===== config.mk =====
export PLATFORM = sky130hd
export DESIGN_NAME = dmem_dump_reader
export DESIGN_NICKNAME = d
export VERILOG_FILES = /design/src/rtl/dmem_dump_reader.sv
export SDC_FILE = /design/constraint.sdc
export NUM_CORES = 1
export LEC_CHECK = 0
export CELL_PAD_IN_SITES_DETAIL_PLACEMENT = 1
export CELL_PAD_IN_SITES_GLOBAL_PLACEMENT = 2
export CORE_UTILIZATION = 31
export CTS_BUF_LIST = sky130_fd_sc_hd__clkbuf_8
export CTS_CLUSTER_DIAMETER = 200
export DETAILED_ROUTE_END_ITERATION = 6
export PLACE_DENSITY = 0.86
export SYNTH_ARGS = -nofsm -noshare
export SYNTH_HDL_FRONTEND = slang
export SYNTH_SLANG_ARGS = --single-unit

===== constraint.sdc =====
create_clock -name clk -period 7.2 [get_ports clk]
set_input_delay 1.08 -clock clk [delete_from_list [all_inputs] [get_ports clk]]
set_output_delay 1.08 -clock clk [all_outputs]
set_load 0.1 [all_outputs]

===== src/rtl/dmem_dump_reader.sv =====
// Walks a contiguous range of data memory through a 1-cycle-latency read port and streams each word over valid/ready.
// Optional running checksum of the dumped words is enabled by defining DUMP_CHECKSUM_EN.
module dmem_dump_reader #(
    parameter int ADDR_WIDTH = 10,
    parameter int DATA_WIDTH = 32,
    parameter int CNT_WIDTH  = 16
) (
    input  logic                  clk,
    input  logic                  rst,
    input  logic                  start,
    input  logic [ADDR_WIDTH-1:0] base_addr,
    input  logic [CNT_WIDTH-1:0]  word_count,
    output logic                  mem_rd_en,
    output logic [ADDR_WIDTH-1:0] mem_addr,
    input  logic [DATA_WIDTH-1:0] mem_rd_data,
    output logic                  out_valid,
    input  logic                  out_ready,
    output logic [DATA_WIDTH-1:0] out_data,
    output logic [ADDR_WIDTH-1:0] out_addr,
    output logic                  busy,
    output logic                  done
`ifdef DUMP_CHECKSUM_EN
    ,
    output logic [DATA_WIDTH-1:0] checksum
`endif
);

    // state | meaning
    // IDLE  | waiting for start; only state where busy is low
    // RD    | memory read strobe for word idx
    // CAP   | read data returns, captured into out_data/out_addr
    // OUT   | out_valid held until the consumer accepts
    // DONE  | one-cycle done pulse
    typedef enum logic [2:0] {
        ST_IDLE,
        ST_RD,
        ST_CAP,
        ST_OUT,
        ST_DONE
    } state_t;

    state_t                state, state_nxt;
    logic [ADDR_WIDTH-1:0] base_r;
    logic [CNT_WIDTH-1:0]  count_r;
    logic [CNT_WIDTH-1:0]  idx;
    logic [CNT_WIDTH-1:0]  idx_inc;
    logic [ADDR_WIDTH-1:0] rd_addr;
    logic                  accept_start;
    logic                  handshake;

    // Truncation of {idx,00} gives the modulo-2^ADDR_WIDTH wrap for free.
    assign idx_inc      = idx + CNT_WIDTH'(1);
    assign rd_addr      = base_r + ADDR_WIDTH'({idx, 2'b00});
    assign accept_start = (state == ST_IDLE) && start;
    assign handshake    = (state == ST_OUT) && out_ready;

    always_ff @(posedge clk or posedge rst) begin
        if (rst) state <= ST_IDLE;
        else     state <= state_nxt;
    end

    always_comb begin
        state_nxt = state;
        mem_rd_en = 1'b0;
        mem_addr  = '0;
        out_valid = 1'b0;
        busy      = 1'b1;
        done      = 1'b0;
        case (state)
            ST_IDLE: begin
                busy = 1'b0;
                if (start) state_nxt = (word_count == '0) ? ST_DONE : ST_RD;
            end
            ST_RD: begin
                mem_rd_en = 1'b1;
                mem_addr  = rd_addr;
                state_nxt = ST_CAP;
            end
            ST_CAP: state_nxt = ST_OUT;
            ST_OUT: begin
                out_valid = 1'b1;
                if (out_ready) state_nxt = (idx_inc == count_r) ? ST_DONE : ST_RD;
            end
            ST_DONE: begin
                done      = 1'b1;
                state_nxt = ST_IDLE;
            end
            default: state_nxt = ST_IDLE;
        endcase
    end

    always_ff @(posedge clk or posedge rst) begin
        if (rst) begin
            base_r   <= '0;
            count_r  <= '0;
            idx      <= '0;
            out_data <= '0;
            out_addr <= '0;
        end else begin
            if (accept_start) begin
                base_r  <= base_addr & ~ADDR_WIDTH'(3);
                count_r <= word_count;
                idx     <= '0;
            end
            if (state == ST_CAP) begin
                out_data <= mem_rd_data;
                out_addr <= rd_addr;
            end
            if (handshake) idx <= idx_inc;
        end
    end

`ifdef DUMP_CHECKSUM_EN
    always_ff @(posedge clk or posedge rst) begin
        if (rst)               checksum <= '0;
        else if (accept_start) checksum <= '0;
        else if (handshake)    checksum <= checksum + out_data;
    end
`endif

endmodule


# Word level (Yosys, flattened, before mapping)

Index checks and enable logic that the tools add are counted.

Add/subtract/negate cells: 2
Mux-type cells: 12
Eq/ne operators: 7
Reductions and logical operators: 6

Operator list:

| cell                                                 | number |
|---|---|
| two-way mux 16 bit                                   | 2 |
| adder 16 x 1 -> 16 bit (second input constant)       | 1 |
| equality test 16 bit                                 | 1 |
| zero test 16 bit                                     | 1 |
| two-way mux 3 bit                                    | 4 |
| case mux 3 bit (4 select lines)                      | 1 |
| adder 10 bit                                         | 1 |
| two-way mux 10 bit                                   | 1 |
| equality test 3 x 2 -> 1 bit (second input constant) | 2 |
| two-way mux 1 bit                                    | 4 |
| inequality test 2 bit (second input constant)        | 2 |
| equality test 3 x 1 -> 1 bit (second input constant) | 1 |
| equality test 3 bit (second input constant)          | 1 |
| zero test 3 bit                                      | 1 |
| logical AND 1 bit                                    | 2 |
| AND reduction 2 bit                                  | 1 |
| nonzero test 2 bit                                   | 1 |

Flip-flop bits (word level): 85
Logic and storage cells: 33
Output and inout bits: 56
Input port bits: 62

# Logic depth before layout (Yosys ltp)

Word-level depth: 5
Mapped depth: 9
Depth with buffers taken out: 9

# Worst setup path after synthesis

Ideal clock, no wire load.

Kind: register -> output
Start: register idx[0]
End: output port mem_addr[8]
Cell stages (with the launch flop): 10
Slack: 2.487 ns
Arrival time: 3.633 ns
Required time: 6.120 ns
Path buffers: 0
Cells stage by stage: dfrtp_1 ha_1 inv_1 fa_1 nor2b_1 o21ai_0 a21oi_1 o21a_1 nor3_1 nor3_1

Longest elaborated chain between the ends: 2

RTL lines:

| element                | RTL line | RTL |
|---|---|---|
| start, declared        | 45       | `logic [CNT_WIDTH-1:0] idx;` |
| start signal, assigned | 109      | `if (handshake) idx <= idx_inc;` |
| adder 10 bit           | 53       | `assign rd_addr = base_r + ADDR_WIDTH'({idx, 2'b00});` |
| two-way mux 10 bit     | 69       | `case (state)` |
| end, declared          | 14       | `output logic [ADDR_WIDTH-1:0] mem_addr,` |

No other way between the ends.

# Worst setup path after layout

Same ends and word-level chain as after synthesis.

==> summary.md <==
| Metric | Value |
|---|---|
| Status | `finished, final reports clean` |
| Die Wd | `119.1 um` |
| Wire per inst | `15.25 um` |
| Num rows | `42` |
| #FFs+latches synth | `83` |
| GRT Total Usage | `0.1771` |
| WP data arrival | `3620 ps` |
| DP HPWL | `8.506 mm` |
| Die Area | `14180 um2` |
| Layout cells sized above 1 | `0.05464` |
| Synthesis Warnings | `0` |
| CTS tree | `built` |
| First-pass GRT wire length | `19.72 mm` |
| # Max-Cap Violations | `0` |
| Slowest cell delay on critical path | `1180 ps` |
| CTS Buf Count | `9` |
| Gr ovfl total | `0` |
| PortBufs | `111` |
| Final Max Tran Viols | `0` |
| Final TNS setup | `0 ps` |
| Largest net degree at the start of global routing | `84` |
| RSZ-0062 raised after global routing | `false` |
| Type of origin of the critical path | `flip-flop` |
| Fin crit share | `0.6534` |
| Most common cell after layout, fill and taps aside | `nand2_1` |
| Total Wirelength | `11.90 mm` |
| Slowest cell on the critical path | `clkdlybuf4s50_1` |
| Skew final | `5.592 ps` |
| Drt first pass iters | `6` |
| Min Tclk post-route | `4705 ps` |
| Crit-path most repeated cell | `nor3_1` |
| Placer Congestion | `0.8235` |
| CTS Hold Bufs | `0` |
| Clk root buf | `clkbuf_8` |
| Final core utilization | `0.4304` |
| Die H | `119.1 um` |
| CTS-repair resized insts | `0` |
| Number of I/O pins | `118` |
| # diodes | `0` |
| Area contributors post-synth | `dfrtp_1 49%, nand2_1 17%, o21ai_0 3.5%, xnor2_1 3.3%, nor2_1 2.5%` |
| Synth cell types | `48` |
| Fmax achieved | `0.2126 GHz` |
| Clock slew seen by the registers of the worst setup and hold paths | `80 ps` |
| Max clock buf depth | `2` |
| Core area | `13300 um2` |
| Clk Latency, worst-skew pair | `380 ps` |
| Vias | `3766` |
| Hold Worst Slack | `481.6 ps` |
| Vias in the first global route | `3872` |
| Worst Hold Class | `reg -> reg` |
| Slew HR | `0.2809` |
| Max H-tree Level | `3` |
| Ys async rst share | `1.000` |
| CP max FO | `8` |
| Post-synthesis average cell area | `8.552 um2` |
| Residual DRC | `0` |
| Synth Flop Type | `dfrtp_1` |
| Post-CTS Setup Inserts | `0` |
| Yosys top cell area share | `0.4887` |
| Slew @ Worst Pin | `1079 ps` |
| Cells after Synth | `497` |
| Most frequent cells in the layout | `190 x nand2_1, 111 x clkdlybuf4s50_1, 83 x dfrtp_1` |
| Mapped cell area | `4250 um2` |
| Starting density of the core | `0.3197` |
| Nets | `670` |
| Cell taking the most area after synthesis | `dfrtp_1` |
| CP Cell Sequence | `ha_1 -> inv_1 -> fa_1 -> nor2b_1 -> o21ai_0 -> a21oi_1 -> o21a_1 -> nor3_1 -> nor3_1 -> clkdlybuf4s50_1` |
| CP endpoint kind | `output pin` |
| Final Hold Viols | `0` |
| CP Data Required Time | `6120 ps` |
| EDFF count, synth | `0` |
| Initial antenna violation count | `0` |
| Finish-stage setup viols | `0` |
| Kind of critical path | `reg -> out` |
| Synthesis-to-finish area growth | `34.62%` |
| DR iter-0 viols | `148` |
| Clock tree sinks | `83` |
| Vias/cell | `4.828` |
| Detail Route Antenna Nets | `0` |
| Register area share after synthesis | `0.4887` |
cell type report:
class	instances	area [um2]
Clock buffer	10	137.6
Clock inverter	6	88.84
Fill cell	1559	7574
Inverter	11	42.54
Multi-Input combinational cell	380	2022
Sequential cell	83	2077
Tap cell	176	220.2
Timing Repair Buffer	114	1134
per-stage QoR:
stage	std cells	setup WS [ps]	cell area [um2]
global placement	764	2972	5495
global route	780	2354	5722
floorplan	500	2487	4262
finish	780	2495	5722
CTS	780	2497	5722
detailed placement	764	2911	5495
logic make-up after synthesis:
group	synth area share
other cells	0.0008823
mux	0.007065
flops	0.4887
simple gates	0.2776
compound gates	0.09950
fa+ha+maj	0.02826
xor+xnor	0.05917
buf+inv	0.03886
state kept, by name, indices dropped and copies added (netlist names):
name	cells
out_data	32
count_r	16
idx	16
base_r	8
out_addr	8
state	3
final timing paths:
path	depth (start not counted)	from	slack [ps]	end
min reg2reg	2	out_data[21]	480	out_data[21]
min in group asynchronous	3	rst	1350	out_data[15]
max in group asynchronous	3	rst	5140	base_r[5]
min	2	out_data[21]	480	out_data[21]
max reg2reg	5	state[0]	4410	idx[2]
max	10	idx[0]	2500	mem_addr[8]
synthesized netlist by cell type, drive strengths merged (3+ instances only):
master  number
nand2      191
nand3       12
xnor2       16
and2         3
a21oi       11
a31oi        5
and3         7
nand2b       3
nor4         6
xor2        10
o21ai       30
inv         11
nand4        4
mux2i        3
buf          9
nor2        28
nor3         6
dfrtp       83
and4         3
ha           8
o31ai        6
clkbuf      17
o41ai        5
critical path: cells and delay by family (launching register included):
| family | cells | cell delay, ps |
|---|---|---|
| buffers and inverters | 2 | 1240 |
| adder cells (fa/ha/maj) | 2 | 630 |
| flip-flops | 1 | 520 |
| AO/OA/AOI/OAI | 3 | 490 |
| AND/OR/NAND/NOR | 3 | 360 |
layer usage:
layer,vias up,part of all wire,GRT usage
li1,1836,-,-
met1,1814,0.48,0.2271
met2,99,0.47,0.2958
met3,17,0.039,0.02921
met4,0,0.019,0.07199
met5,-,0,0
Power is left out: the tool's default activity adds up to more than one toggle a clock period on the data nets, which glitch-free logic cannot reach.
